===== config.mk =====
export PLATFORM = sky130hd
export DESIGN_NAME = bp_be_stride_detector
export DESIGN_NICKNAME = d
export VERILOG_FILES = /design/src/rtl/bp_be_stride_detector_pkg.sv /design/src/rtl/bp_be_stride_entry.sv /design/src/rtl/bp_be_stride_detector.sv
export SDC_FILE = /design/constraint.sdc
export NUM_CORES = 1
export LEC_CHECK = 0
export ABC_AREA = 1
export BUFFER_PORTS_ARGS = -buffer_cell sky130_fd_sc_hd__buf_2
export CAP_MARGIN = 30
export CORE_UTILIZATION = 55
export DETAILED_ROUTE_END_ITERATION = 16
export GPL_ROUTABILITY_DRIVEN = 0
export HOLD_SLACK_MARGIN = 0.05
export PLACE_DENSITY = 0.72
export SLEW_MARGIN = 10
export SYNTH_ARGS = -nofsm -noshare
export SYNTH_HDL_FRONTEND = slang
export SYNTH_SLANG_ARGS = --single-unit

===== constraint.sdc =====
create_clock -name clk_i -period 19.4 [get_ports clk_i]
set_input_delay 4.85 -clock clk_i [delete_from_list [all_inputs] [get_ports clk_i]]
set_output_delay 4.85 -clock clk_i [all_outputs]
set_load 0.01 [all_outputs]

===== src/rtl/bp_be_stride_detector_pkg.sv =====
// Shared types and constants for the committed-load stride detector.
package bp_be_stride_detector_pkg;

  typedef enum logic [0:0] {
    e_bp_default_cfg = 1'b0
  } bp_params_e;

  localparam int vaddr_width_gp = 39;
  localparam int cool_width_gp  = 16;

  localparam logic [1:0] conf_max_gp = 2'd3;

  typedef struct packed {
    logic                      v;
    logic [vaddr_width_gp-1:0] tag;
    logic [vaddr_width_gp-1:0] last_addr;
    logic [vaddr_width_gp-1:0] stride;
    logic [1:0]                conf;
    logic [cool_width_gp-1:0]  cool;
  } bp_be_stride_entry_s;

  function automatic int bp_vaddr_width(input bp_params_e cfg);
    case (cfg)
      e_bp_default_cfg: return vaddr_width_gp;
      default:          return vaddr_width_gp;
    endcase
  endfunction

endpackage


===== src/rtl/bp_be_stride_entry.sv =====
// One stride-table entry: PC match, delta/stride compare, confidence and cooldown update.
// BP_BE_STRIDE_ADAPTIVE_DEGREE_EN exposes the post-update confidence for degree scaling.
module bp_be_stride_entry
  import bp_be_stride_detector_pkg::*;
#(
  parameter int stride_width_p = 8,
  parameter int loop_range_p   = 8,
  parameter int conf_thresh_p  = 2
) (
  input  logic                      clk_i,
  input  logic                      reset_n_i,
  input  logic                      clear_i,
  input  logic                      train_i,
  input  logic [vaddr_width_gp-1:0] pc_i,
  input  logic [vaddr_width_gp-1:0] addr_i,
  input  logic                      alloc_i,
  input  logic                      issue_i,
  input  logic [loop_range_p-1:0]   issue_count_i,
  output logic                      hit_o,
  output logic                      trigger_o,
`ifdef BP_BE_STRIDE_ADAPTIVE_DEGREE_EN
  output logic [1:0]                conf_o,
`endif
  output logic [stride_width_p-1:0] stride_o
);

  localparam logic signed [vaddr_width_gp-1:0] stride_lim_lp =
    {{(vaddr_width_gp-1){1'b0}}, 1'b1} << stride_width_p;

  function automatic logic [1:0] sat_conf_inc(input logic [1:0] c);
    return (c == conf_max_gp) ? conf_max_gp : c + 2'd1;
  endfunction

  bp_be_stride_entry_s ent_r, ent_n;

  logic signed [vaddr_width_gp-1:0] delta_p0;
  logic                             in_range_p0;
  logic                             same_p0;
  logic [vaddr_width_gp-1:0]        stride_nxt;
  logic [1:0]                       conf_nxt;

  // Stage p0: compare the committing load against this entry
  assign hit_o       = train_i & ent_r.v & (ent_r.tag == pc_i);
  assign delta_p0    = signed'(addr_i - ent_r.last_addr);
  assign in_range_p0 = ~delta_p0[vaddr_width_gp-1] && (delta_p0 != '0)
                       && (delta_p0 < stride_lim_lp);
  assign same_p0     = in_range_p0 && (ent_r.stride == unsigned'(delta_p0));

  always_comb begin
    conf_nxt   = ent_r.conf;
    stride_nxt = ent_r.stride;
    if (same_p0) begin
      conf_nxt = sat_conf_inc(ent_r.conf);
    end else begin
      conf_nxt   = 2'd0;
      stride_nxt = in_range_p0 ? unsigned'(delta_p0) : '0;
    end
  end

  // Cooldown is judged on the pre-update value so an issue is never immediately repeated.
  assign trigger_o = hit_o && (conf_nxt >= 2'(conf_thresh_p)) && (stride_nxt != '0)
                     && (ent_r.cool == '0);
  assign stride_o  = stride_nxt[stride_width_p-1:0];
`ifdef BP_BE_STRIDE_ADAPTIVE_DEGREE_EN
  assign conf_o    = conf_nxt;
`endif

  always_comb begin
    ent_n = ent_r;
    if (clear_i) begin
      ent_n.v = 1'b0;
    end else if (alloc_i) begin
      ent_n.v         = 1'b1;
      ent_n.tag       = pc_i;
      ent_n.last_addr = addr_i;
      ent_n.stride    = '0;
      ent_n.conf      = 2'd0;
      ent_n.cool      = '0;
    end else if (hit_o) begin
      ent_n.last_addr = addr_i;
      ent_n.stride    = stride_nxt;
      ent_n.conf      = conf_nxt;
      if (!same_p0) begin
        ent_n.cool = '0;
      end else if (ent_r.cool != '0) begin
        ent_n.cool = ent_r.cool - cool_width_gp'(1);
      end
      if (issue_i) begin
        ent_n.cool = cool_width_gp'(issue_count_i);
      end
    end
  end

  // Stage p1: entry state register; only the valid bit needs reset
  always_ff @(posedge clk_i) begin
    if (!reset_n_i) begin
      ent_r.v <= 1'b0;
    end else begin
      ent_r <= ent_n;
    end
  end

endmodule


===== src/rtl/bp_be_stride_detector.sv =====
// Committed-load stride detector: trains a PC-tagged table and emits prefetch descriptors.
// BP_BE_STRIDE_ADAPTIVE_DEGREE_EN scales the prefetch count with confidence.
module bp_be_stride_detector
  import bp_be_stride_detector_pkg::*;
#(
  parameter bp_params_e bp_params_p      = e_bp_default_cfg,
  parameter int         entries_p         = 4,
  parameter int         stride_width_p    = 8,
  parameter int         loop_range_p      = 8,
  parameter int         conf_thresh_p     = 2,
  parameter int         prefetch_degree_p = 4,
  localparam int        vaddr_width_p     = bp_vaddr_width(bp_params_p)
) (
  input  logic                      clk_i,
  input  logic                      reset_n_i,
  input  logic                      clear_i,
  input  logic                      commit_v_i,
  input  logic                      commit_load_i,
  input  logic [vaddr_width_p-1:0]  commit_pc_i,
  input  logic [vaddr_width_p-1:0]  commit_addr_i,
  output logic                      v_o,
  input  logic                      ready_and_i,
  output logic [vaddr_width_p-1:0]  pc_o,
  output logic [vaddr_width_p-1:0]  eff_addr_o,
  output logic [stride_width_p-1:0] stride_o,
  output logic [loop_range_p-1:0]   loop_counter_o
);

  localparam int idx_w_lp = (entries_p > 1) ? $clog2(entries_p) : 1;

  logic                      train_p0;
  logic [entries_p-1:0]      hit_vec, trig_vec, alloc_vec;
  logic [stride_width_p-1:0] stride_vec [entries_p];
  logic [idx_w_lp-1:0]       hit_idx_p0;
  logic [idx_w_lp-1:0]       victim_r;
  logic                      hit_any_p0, trig_any_p0, accept_p0;
  logic [loop_range_p-1:0]   loop_cnt_p0;

  logic                      vld_p1;
  logic [vaddr_width_p-1:0]  pc_p1, addr_p1;
  logic [stride_width_p-1:0] stride_p1;
  logic [loop_range_p-1:0]   loop_p1;

`ifdef BP_BE_STRIDE_ADAPTIVE_DEGREE_EN
  localparam int wide_w_lp = loop_range_p + 4;

  logic [1:0] conf_vec [entries_p];
  logic [1:0] hit_conf_p0;

  function automatic logic [loop_range_p-1:0] sat_loop_count(input logic [1:0] conf);
    logic [wide_w_lp-1:0] wide;
    logic [1:0]           sh;
    sh   = conf - 2'(conf_thresh_p);
    wide = wide_w_lp'(prefetch_degree_p) << sh;
    if (wide[wide_w_lp-1:loop_range_p] != '0) return '1;
    return wide[loop_range_p-1:0];
  endfunction

  assign hit_conf_p0 = conf_vec[hit_idx_p0];
  assign loop_cnt_p0 = sat_loop_count(hit_conf_p0);
`else
  assign loop_cnt_p0 = loop_range_p'(prefetch_degree_p);
`endif

  // Stage p0: train decode, hit encode, allocation and issue decisions
  assign train_p0 = commit_v_i & commit_load_i;

  for (genvar g = 0; g < entries_p; g++) begin : g_entry
    bp_be_stride_entry #(
      .stride_width_p(stride_width_p),
      .loop_range_p  (loop_range_p),
      .conf_thresh_p (conf_thresh_p)
    ) u_entry (
      .clk_i        (clk_i),
      .reset_n_i    (reset_n_i),
      .clear_i      (clear_i),
      .train_i      (train_p0),
      .pc_i         (commit_pc_i),
      .addr_i       (commit_addr_i),
      .alloc_i      (alloc_vec[g]),
      .issue_i      (accept_p0),
      .issue_count_i(loop_cnt_p0),
      .hit_o        (hit_vec[g]),
      .trigger_o    (trig_vec[g]),
`ifdef BP_BE_STRIDE_ADAPTIVE_DEGREE_EN
      .conf_o       (conf_vec[g]),
`endif
      .stride_o     (stride_vec[g])
    );
  end

  always_comb begin
    hit_idx_p0 = '0;
    for (int i = 0; i < entries_p; i++) begin
      if (hit_vec[i]) hit_idx_p0 = idx_w_lp'(i);
    end
  end

  assign hit_any_p0  = |hit_vec;
  assign trig_any_p0 = |trig_vec;
  // A trigger is dropped (and its entry left un-cooled) when the held descriptor is not leaving.
  assign accept_p0   = trig_any_p0 & ~clear_i & (~vld_p1 | ready_and_i);

  always_comb begin
    alloc_vec = '0;
    for (int i = 0; i < entries_p; i++) begin
      alloc_vec[i] = train_p0 & ~hit_any_p0 & ~clear_i & (victim_r == idx_w_lp'(i));
    end
  end

  always_ff @(posedge clk_i) begin
    if (!reset_n_i) begin
      victim_r <= '0;
    end else if (train_p0 & ~hit_any_p0 & ~clear_i) begin
      victim_r <= (victim_r == idx_w_lp'(entries_p - 1)) ? '0 : victim_r + idx_w_lp'(1);
    end
  end

  // Stage p1: descriptor output register
  always_ff @(posedge clk_i) begin
    if (!reset_n_i) begin
      vld_p1    <= 1'b0;
      pc_p1     <= '0;
      addr_p1   <= '0;
      stride_p1 <= '0;
      loop_p1   <= '0;
    end else if (clear_i) begin
      vld_p1 <= 1'b0;
    end else if (accept_p0) begin
      vld_p1    <= 1'b1;
      pc_p1     <= commit_pc_i;
      addr_p1   <= commit_addr_i;
      stride_p1 <= stride_vec[hit_idx_p0];
      loop_p1   <= loop_cnt_p0;
    end else if (vld_p1 & ready_and_i) begin
      vld_p1 <= 1'b0;
    end
  end

  assign v_o            = vld_p1;
  assign pc_o           = pc_p1;
  assign eff_addr_o     = addr_p1;
  assign stride_o       = stride_p1;
  assign loop_counter_o = loop_p1;

endmodule

**Word-level counts from Yosys, hierarchy flattened**

Cells that the tools add are included.

- Add/sub/neg operators: 13
- Multiply operators: 0
- Div/mod/pow operators: 0
- Magnitude comparators: 9
- Equal/unequal tests: 19
- Shift operators: 0
- Muxes and demuxes: 45
- Bitwise gates (word level): 28
- Reduce and logical (&&, ||, !) cells: 62

Operator list:

| cell | number |
|---|---|
| $mux W96 | 8 |
| $eq A39 B39 Y1 | 8 |
| $mux W39 | 8 |
| $reduce_bool A39 Y1 | 8 |
| $mux W16 | 12 |
| $lt A39 B10 Y1 const B | 4 |
| $sub A39 B39 Y39 | 4 |
| $logic_not A16 Y1 | 4 |
| $reduce_bool A16 Y1 | 4 |
| $sub A16 B1 Y16 const B | 4 |
| $logic_and A1 B1 Y1 | 24 |
| $reduce_and A3 Y1 | 8 |
| $mux W2 | 11 |
| $and A1 B1 Y1 | 18 |
| $bmux W8 S2 | 1 |
| $mux W8 | 2 |
| $ne A4 B3 Y1 const B | 4 |
| $reduce_and A4 Y1 | 4 |
| $eq A2 B2 Y1 const B | 6 |
| $add A2 B1 Y2 const B | 5 |
| $reduce_bool A2 Y1 | 5 |
| $ge A2 B2 Y1 const B | 4 |
| $not A1 Y1 | 8 |
| $reduce_or A4 Y1 | 2 |
| other kinds (8) | 10 |

- Flip-flop bits (word level): 634
- Latch bits: 0
- RAM bits: 0
- ROM bits: 0
- Output and inout port bits: 95
- Logic and storage cells: 206
- Memories: 0

**Longest topological paths before layout**

Gate-level depths: netlist (run 1).

- Depth after elaboration: 16
- Depth in mapped cells: 32
- Gate-level depth less buffers: 31

**By module**

From an unflattened synthesis (run 1), not the netlist that was laid out.

- Cell total of the unflattened synthesis: 5920
- Area total of the unflattened synthesis: 43566.8 sq um

Modules (own cells, without submodules):

| module | times used | cells an instance | area an instance (sq um) | sequential area each (sq um) |
|---|---|---|---|---|
| bp_be_stride_entry (g_entry[0].u_entry ...) | 2 | 1382 | 10241.1 | 4073.9 |
| bp_be_stride_entry (g_entry[2].u_entry ...) | 2 | 1307 | 9628.0 | 4073.9 |
| bp_be_stride_detector | 1 | 542 | 3828.7 | 1801.7 |

**Worst setup path before layout (run 1)**

No wires, ideal clock.

- Kind: input-to-reg
- Start: input port commit_pc_i[31]
- End: register g_entry[0].u_entry.ent_r[0] (netlist bit), enable pin
- Setup time: 0.368 ns
- Arrival time: 10.756 ns
- Path slack: 8.276 ns
- Stages: 12
- Cell sequence: clkbuf_1 inv_1 o21ai_0 nor4_1 nor4b_1 nand4_1 o21ai_1 nor3_1 nand2_1 a21oi_1 nand2_1 inv_1

- Longest elaborated chain between the ends: 10
- Elaborated cells on any way between the ends: 31
- Classes of those cells: eq/ne: 5; bitwise: 10; reduce/logical: 16

RTL lines:

| element | line | text |
|---|---|---|
| from (decl) | bp_be_stride_detector.sv:19 | `input logic [vaddr_width_p-1:0] commit_pc_i,` |
| $eq A39 B39 Y1 | bp_be_stride_entry.sv:43 | `assign hit_o = train_i & ent_r.v & (ent_r.tag == pc_i);` |
| $and A1 B1 Y1 | bp_be_stride_entry.sv:43 |  |
| $logic_and A1 B1 Y1 (2 in series) | bp_be_stride_entry.sv:61 | `assign trigger_o = hit_o && (conf_nxt >= 2'(conf_thresh_p)) && (stride_nxt != '0)` |
| $logic_and A1 B1 Y1 | bp_be_stride_entry.sv:62 | `&& (ent_r.cool == '0);` |
| $reduce_or A4 Y1 | bp_be_stride_detector.sv:100 | `assign trig_any_p0 = \|trig_vec;` |
| $and A1 B1 Y1 (2 in series) | bp_be_stride_detector.sv:102 | `assign accept_p0 = trig_any_p0 & ~clear_i & (~vld_p1 \| ready_and_i);` |
| $ne A4 B3 Y1 (no source line) | -- |  |
| $reduce_and A4 Y1 (no source line) * | -- |  |
| to (signal assigned) | bp_be_stride_entry.sv:99 | `ent_r <= ent_n;` |
| to (decl) | bp_be_stride_entry.sv:34 | `bp_be_stride_entry_s ent_r, ent_n;` |

Every way passes the cells marked *; elsewhere a longest branch is shown, timed or not.
A chain may end at the register's enable or synchronous reset.

**Worst setup path after layout (run 1)**

- Start: input port commit_addr_i[0]
- End: register pc_p1[3] (netlist: pc_o[3])

- Longest elaborated chain between the ends: 14
- Elaborated cells on any way between the ends: 68
- Classes of those cells: add/sub: 4; order compare: 8; eq/ne: 4; mux: 12; bitwise: 6; reduce/logical: 34

RTL lines:

| element | line | text |
|---|---|---|
| from (decl) | bp_be_stride_detector.sv:20 | `input logic [vaddr_width_p-1:0] commit_addr_i,` |
| branches (longest 10 deep; another with $sub A39 B39 Y39) | -- |  |
| $reduce_or A4 Y1 * | bp_be_stride_detector.sv:100 |  |
| $and A1 B1 Y1 * (2 in series) | bp_be_stride_detector.sv:102 |  |
| $reduce_and A2 Y1 (no source line) * | -- |  |
| to (signal assigned) | bp_be_stride_detector.sv:131 | `pc_p1 <= commit_pc_i;` |
| to (decl) | bp_be_stride_detector.sv:40 | `logic [vaddr_width_p-1:0] pc_p1, addr_p1;` |

Mark *: on every way between the ends.

==> results of run 1 <==
## layout make-up
cell class,count,area (um2)
clock inverters,35,339
flip-flops and latches,634,18100
fillers,6649,28300
inverters,939,3520
clock buffers,97,1980
well taps,969,1210
diodes,2,5.00
multi-input cells,3995,19800
repair buffers,190,1100
## critical path, delay by kind of cell
kind,cells,cell delay (ns)
AOI/OAI and AO/OA,1,0.16
adders and majority gates,2,0.71
buffers and inverters,5,1.78
and+or+nand+nor,22,2.29
## sequential cells by signal, summed over array words and instances, names as in the netlist
register and flops:
eff_addr_o 39, g_entry.u_entry.ent_r 544, loop_counter_o 1, pc_o 39, stride_o 8, v_o 1, victim_r 2
## layout by cell type, fill, tap and decap left out, types with 94 or more instances in the layout
master	count
a21oi_1	184
inv_1	908
nand2_1	1772
nand3_1	397
edfxtp_1	540
dfxtp_1	94
buf_2	170
nor2_1	663
xor2_1	138
ha_1	160
conb_1	131
## cells by family (layout without fill, tap and decap cells)
group,count (synthesis),after routing,synth area share
compound gates,306,306,0.0414
xor+xnor,190,190,0.0420
fa+ha+maj,164,164,0.0505
buf+inv,1020,1261,0.0958
flops,634,634,0.439
other cells,1,133,0.0000909
simple gates,3204,3204,0.331
## metal layers
metal  GRT usage  routed length (um)  up-vias
met3      0.0482               10500      223
met2       0.473               51000     1551
li1            -                   -    18100
met1       0.413               49700    16400
met5           0                  59        -
met4       0.119                4540       10
## final timing paths
check,start,end,slack [ns]
worst max-delay path,commit_addr_i[0],pc_o[3]$_SDFFE_PN0P_,10.04
worst min-delay path,g_entry[2].u_entry.ent_r[135]$_SDFFE_PP0P_,g_entry[2].u_entry.ent_r[135]$_SDFFE_PP0P_,0.47
worst max register to register,g_entry[0].u_entry.ent_r[57]$_DFFE_PP_,pc_o[3]$_SDFFE_PN0P_,14.30
worst min register to register,g_entry[2].u_entry.ent_r[135]$_SDFFE_PP0P_,g_entry[2].u_entry.ent_r[135]$_SDFFE_PP0P_,0.47
## per-stage QoR
stage	hold slack (ns)	total power, mW	instance area (um2)	utilization
global route	0.493	3.29	46000	0.619
CTS	0.468	3.19	46000	0.619
detailed placement	0.455	1.87	43700	0.587
global placement	0.452	1.86	43500	0.586
finish	0.469	3.17	46000	0.619
floorplan	0.436	1.75	41700	-
## report_power, final
group          internal, mW  switching [mW]
combinational         0.108           0.259
clock                 0.753           0.573
sequential             1.48         0.00215
total                  2.34           0.834
==> results.json, run 1 <==
{
  "hold_path_class": "flop to flop",
  "ant_nets": 0,
  "dp_hpwl_um": 89100,
  "ys_seq_area_frac": 0.439,
  "vias": 36300,
  "dominantRegCellSynth": "edfxtp_1",
  "syn2layout_area_growth_pct": 11.6,
  "ys_top_cells_by_count": "nand2_1 (1772), inv_1 (908), nor2_1 (666)",
  "fin_crit_ns": 9.36,
  "ctsResizeCount": 0,
  "place_inst": 6725,
  "die_w_um": 276,
  "ir_drop_v": 0.0000698,
  "core-area_um2": 74300,
  "cpMaxStageDelayCell": "buf_4",
  "crit_path_frequent_cell": "nand2_1",
  "slew_headroom": 0.427,
  "drv_slew": 0,
  "setup.worst_path.class": "primary input to flop",
  "synth.avg_cell_area_um2": 7.47,
  "cts_made_buffers": 72,
  "grt_usage": 0.300,
  "htreeDepth": 3,
  "synth_area_leaders": "edfxtp_1 (39%), nand2_1 (16%), inv_1 (8.3%), nor2_1 (6.1%), ha_1 (4.9%)",
  "clock_latency_ns": 0.63,
  "drt-total-wl_um": 116000,
  "vias_per_cell": 5.29,
  "clkSinkCount": 634,
  "remaining_drc_errors": 0,
  "crit_path_max_fanout": 72,
  "antenna_found_initial": 7,
  "dpl_worst_slack_ns": 9.59,
  "netlist_area_um2": 41200,
  "yosys.cell_count.top_type": "nand2_1",
  "grt.overflow.total": 0,
  "avgRoutedWirePerCell_um": 16.9,
  "ys_ff_latch": 634,
  "start_util": 0.555,
  "design.die.area_um2": 76100,
  "synth_area_leader_cell": "edfxtp_1",
  "holdBufCountCts": 0,
  "root_buffer": "clkbuf_16",
  "grt_pass1_vias": 32500,
  "r2r_cells": 28,
  "required_ns": 19.90,
  "finalHoldViolCount": 0,
  "clock.fmax_mhz": 107,
  "post-cts-setup-buffers": 0,
  "drt_iter0_drc": 3463,
  "rsz0062_at_grt": "no",
  "cpPeakStageDelay_ns": 0.72,
  "die_h_um": 276,
  "p_leak_nw": 22.8,
  "final_nets": 6080,
  "port-buffer-count": 171,
  "drive_gt1_frac": 0.0798,
  "period_share": 0.482,
  "cp-start-kind": "primary input",
  "setup_violations": 0,
  "status": "finished, final reports clean",
  "firstDrtPassIters": 6,
  "layoutNonFillerInstCount": 6861,
  "rows": 100,
  "cts_tree": "done",
  "syn_inst": 5519,
  "synth_cell_type_count": 57,
  "grt_max_degree": 82,
  "yosys_warnings": 0,
  "io_pins": 179,
  "arrival_ns": 9.86,
  "ctsLongestPathBuffers": 3,
  "synth_top_area_share": 0.393,
  "setup_ws_ns": 10.04,
  "worstHoldPathCells": 2,
  "p_per_area_nw_per_um2": 69.0,
  "end_kind": "flop",
  "async_flop_share": 0,
  "grt_pass1_wl_um": 176000,
  "cap_violations": 0,
  "fin_tns_setup_ns": 0,
  "finalClockSkew_ns": 0.0269,
  "worst_slew_pin_slew_ns": 0.856,
  "path_clk_slew_ns": 0.06,
  "synth_edf_count": 540
}
Power figures use the tool's default switching activity.
==> inputs of run 2 (changes only) <==
--- a/config.mk
+++ b/config.mk
@@ -5,14 +5,14 @@
 export SDC_FILE = /design/constraint.sdc
 export NUM_CORES = 1
 export LEC_CHECK = 0
-export ABC_AREA = 1
+export ABC_AREA = 0
 export BUFFER_PORTS_ARGS = -buffer_cell sky130_fd_sc_hd__buf_2
 export CAP_MARGIN = 30
 export CORE_UTILIZATION = 55
 export DETAILED_ROUTE_END_ITERATION = 16
 export GPL_ROUTABILITY_DRIVEN = 0
 export HOLD_SLACK_MARGIN = 0.05
-export PLACE_DENSITY = 0.72
+export PLACE_DENSITY = 0.75
 export SLEW_MARGIN = 10
 export SYNTH_ARGS = -nofsm -noshare
 export SYNTH_HDL_FRONTEND = slang
==> constraint.sdc (replaced) <==
create_clock -name clk_i -period 8.3 [get_ports clk_i]
set_input_delay 2.075 -clock clk_i [delete_from_list [all_inputs] [get_ports clk_i]]
set_output_delay 2.075 -clock clk_i [all_outputs]
set_load 0.01 [all_outputs]
==> run 2 against run 1 <==
Compared with the run above:
- cell count decreased by 24%
- first-iteration DRC count increased by 18%
- worst setup slack got worse by 9.2 ns
- die area decreased by 4.2%
- sequential share of layout area increased by 1.7 points
==> results.json, run 2 <==
{
  "layoutNonFillerInstCount": 5190,
  "clock_latency_ns": 0.66,
  "die_h_um": 270,
  "cts_made_buffers": 69,
  "crit_buf_inv": 4,
  "cap_violations": 0,
  "fin_crit_ns": 7.47,
  "status": "finished, final reports clean",
  "dpl_worst_slack_ns": 0.427,
  "finalPower_mw": 7.47,
  "drt-total-wl_um": 117000,
  "remaining_drc_errors": 0,
  "design_area_um2": 44100,
  "rows": 97,
  "synth_edf_count": 540,
  "drive_gt1_frac": 0.0960,
  "finalHoldViolCount": 0,
  "top_register": "g_entry.u_entry.ent_r",
  "ant_nets": 0,
  "yosys.cell_count.top_type": "edfxtp_1",
  "grt.overflow.total": 0,
  "required_ns": 8.83,
  "synth_area_leader_cell": "edfxtp_1",
  "place_inst": 5060,
  "netlist_area_um2": 39500,
  "slew_headroom": 0.321,
  "setup_ws_ns": 0.827,
  "ir_drop_v": 0.000172,
  "cpMaxStageDelayCell": "a2111oi_0",
  "core-area_um2": 70500,
  "drt_iter0_drc": 4100,
  "grt_usage": 0.317,
  "vias_per_cell": 6.25,
  "start_util": 0.560,
  "port-buffer-count": 171,
  "most-common-layout-cells": "edfxtp_1 (540), nand2_1 (394), nor2_1 (310)",
  "antenna_found_initial": 6,
  "ff2ff_setup_slack_ns": 2.26,
  "crit_path_frequent_cell": "buf_4",
  "crit_chain": "buf_2 -> inv_1 -> ha_1 -> fa_1 -> nand2b_1 -> a21boi_1 -> o211ai_1 -> a21bo_2 -> a2111oi_0 -> nor2_1 -> xnor3_1 -> o2111ai_1 -> or4_1 -> nor4b_1 -> buf_4 -> o41ai_2 -> a221oi_1 -> buf_4 -> nor3b_1",
  "cp-start-kind": "primary input",
  "setup.worst_path.class": "primary input to flop",
  "syn_inst": 3960,
  "synth.avg_cell_area_um2": 9.97,
  "io_pins": 179,
  "synth_top_area_share": 0.411,
  "worst_slew_pin_slew_ns": 1.02,
  "ctsLongestPathBuffers": 3,
  "dominantRegCellSynth": "edfxtp_1",
  "ctsResizeCount": 0,
  "design.die.area_um2": 72900,
  "clkSinkCount": 634,
  "fillers": 5780,
  "clock.fmax_mhz": 134,
  "htreeDepth": 3,
  "placed_cell_area_um2": 41800,
  "ys_top_cells_by_count": "edfxtp_1 (540), nand2_1 (394), nor2_1 (314)",
  "synth_area_leaders": "edfxtp_1 (41%), xnor2_1 (5.7%), ha_1 (5.1%), dfxtp_1 (4.8%), nand2_1 (3.7%)",
  "setup_violations": 0,
  "mostFrequentLayoutCell": "edfxtp_1",
  "grt_max_degree": 90,
  "ys_ff_latch": 634,
  "hold_path_class": "flop to flop",
  "period_share": 0.900,
  "die_w_um": 270,
  "vias": 32500,
  "crit_family": "compound AO/OA/AOI/OAI gates",
  "cpPeakStageDelay_ns": 0.86,
  "final_nets": 4443,
  "grt_pass1_wl_um": 179000,
  "root_buffer": "clkbuf_16",
  "p_leak_nw": 16.6,
  "crit_path_max_fanout": 7,
  "dp_hpwl_um": 87200,
  "path_clk_slew_ns": 0.06,
  "largest_reg_flops": 544,
  "synth_cell_type_count": 102,
  "arrival_ns": 8.00,
  "firstDrtPassIters": 8,
  "syn2layout_area_growth_pct": 11.7,
  "p_per_area_nw_per_um2": 169,
  "drv_slew": 0,
  "grt_pass1_vias": 30500,
  "cts_tree": "done",
  "end_kind": "flop",
  "holdBufCountCts": 0,
  "fin_tns_setup_ns": 0,
  "async_flop_share": 0,
  "avgRoutedWirePerCell_um": 22.6,
  "finalClockSkew_ns": 0.0461,
  "rsz0062_at_grt": "no",
  "yosys_warnings": 0,
  "post-cts-setup-buffers": 0,
  "ys_seq_area_frac": 0.458
}
-- run 2: cell types whose count changed after synthesis, sizes merged, moves of 133 or more --
| cell | delta |
|---|---|
| o21ai | +133 |
| nand3 | -325 |
| inv | -721 |
| nor2 | -378 |
| xnor2 | +211 |
| nand2 | -1450 |
-- run 2: area by class of cell --
class                      count  area (um2)  share of cell area
clock buffer                  95        1880              0.0425
sequential                   634       18100               0.410
timing repair buffer         240        1490              0.0339
clock inverter                30         378             0.00857
tap                          940        1180              0.0267
inverter                     215         807              0.0183
multi-input combinational   3035       20300               0.460
antenna                        1        2.50           0.0000568
-- run 2: cells by family after synthesis --
kind of cell               after synthesis  synth area share
muxes                                   20           0.00517
DFF                                    634             0.458
and+or+nand+nor                       1331             0.166
AOI/OAI and AO/OA                      941             0.162
adders and majority gates              164            0.0527
buffers and inverters                  421            0.0430
xor gates and xnor gates               448             0.112
other                                    1         0.0000950
-- run 2: where the power goes --
group / total (mW) / switching (mW) / internal (mW)
clock: 3.05 / 1.33 / 1.71
combinational: 0.969 / 0.634 / 0.335
sequential: 3.46 / 0.00500 / 3.45
-- run 2: layer usage --
metal | vias to the layer above | GRT usage | wire length (um)
met3 | 344 | 0.0569 | 12200
li1 | 14900 | - | -
met4 | 4 | 0.178 | 7260
met1 | 15400 | 0.423 | 46100
met2 | 1758 | 0.486 | 51600
met5 | - | 0 | 24
-- run 2: final timing paths --
check                                                       startpoint                        to  depth (start not counted)
worst max register to register  g_entry[1].u_entry.ent_r[57]$_DFFE_PP_  stride_o[6]$_SDFFE_PN0P_                         17
worst min-delay path                             pc_o[27]$_SDFFE_PN0P_     pc_o[27]$_SDFFE_PN0P_                          2
worst min register to register                   pc_o[27]$_SDFFE_PN0P_     pc_o[27]$_SDFFE_PN0P_                          2
worst max-delay path                                  commit_addr_i[0]  stride_o[6]$_SDFFE_PN0P_                         19
-- run 2: through the flow --
stage | utilization | hold slack [ns]
final | 0.625 | 0.444
after global routing | 0.625 | 0.464
after CTS | 0.624 | 0.444
after detailed placement | 0.592 | 0.436
after global placement | 0.591 | 0.429
after floorplan | - | 0.421
-- run 2: worst register-to-register path: stages (launching register included) --
cell and delay, ns:
edfxtp_1 0.37, ha_1 0.23, fa_1 0.40, nand2b_1 0.21, a21boi_1 0.39, o211ai_1 0.29, a21bo_2 0.31, a2111oi_0 0.87
nor2_1 0.11, xnor3_1 0.24, o2111ai_1 0.14, or4_1 0.66, nor4b_1 0.60, buf_4 0.22, o41ai_2 0.14, a221oi_1 0.52
buf_4 0.21, nor3b_1 0.05
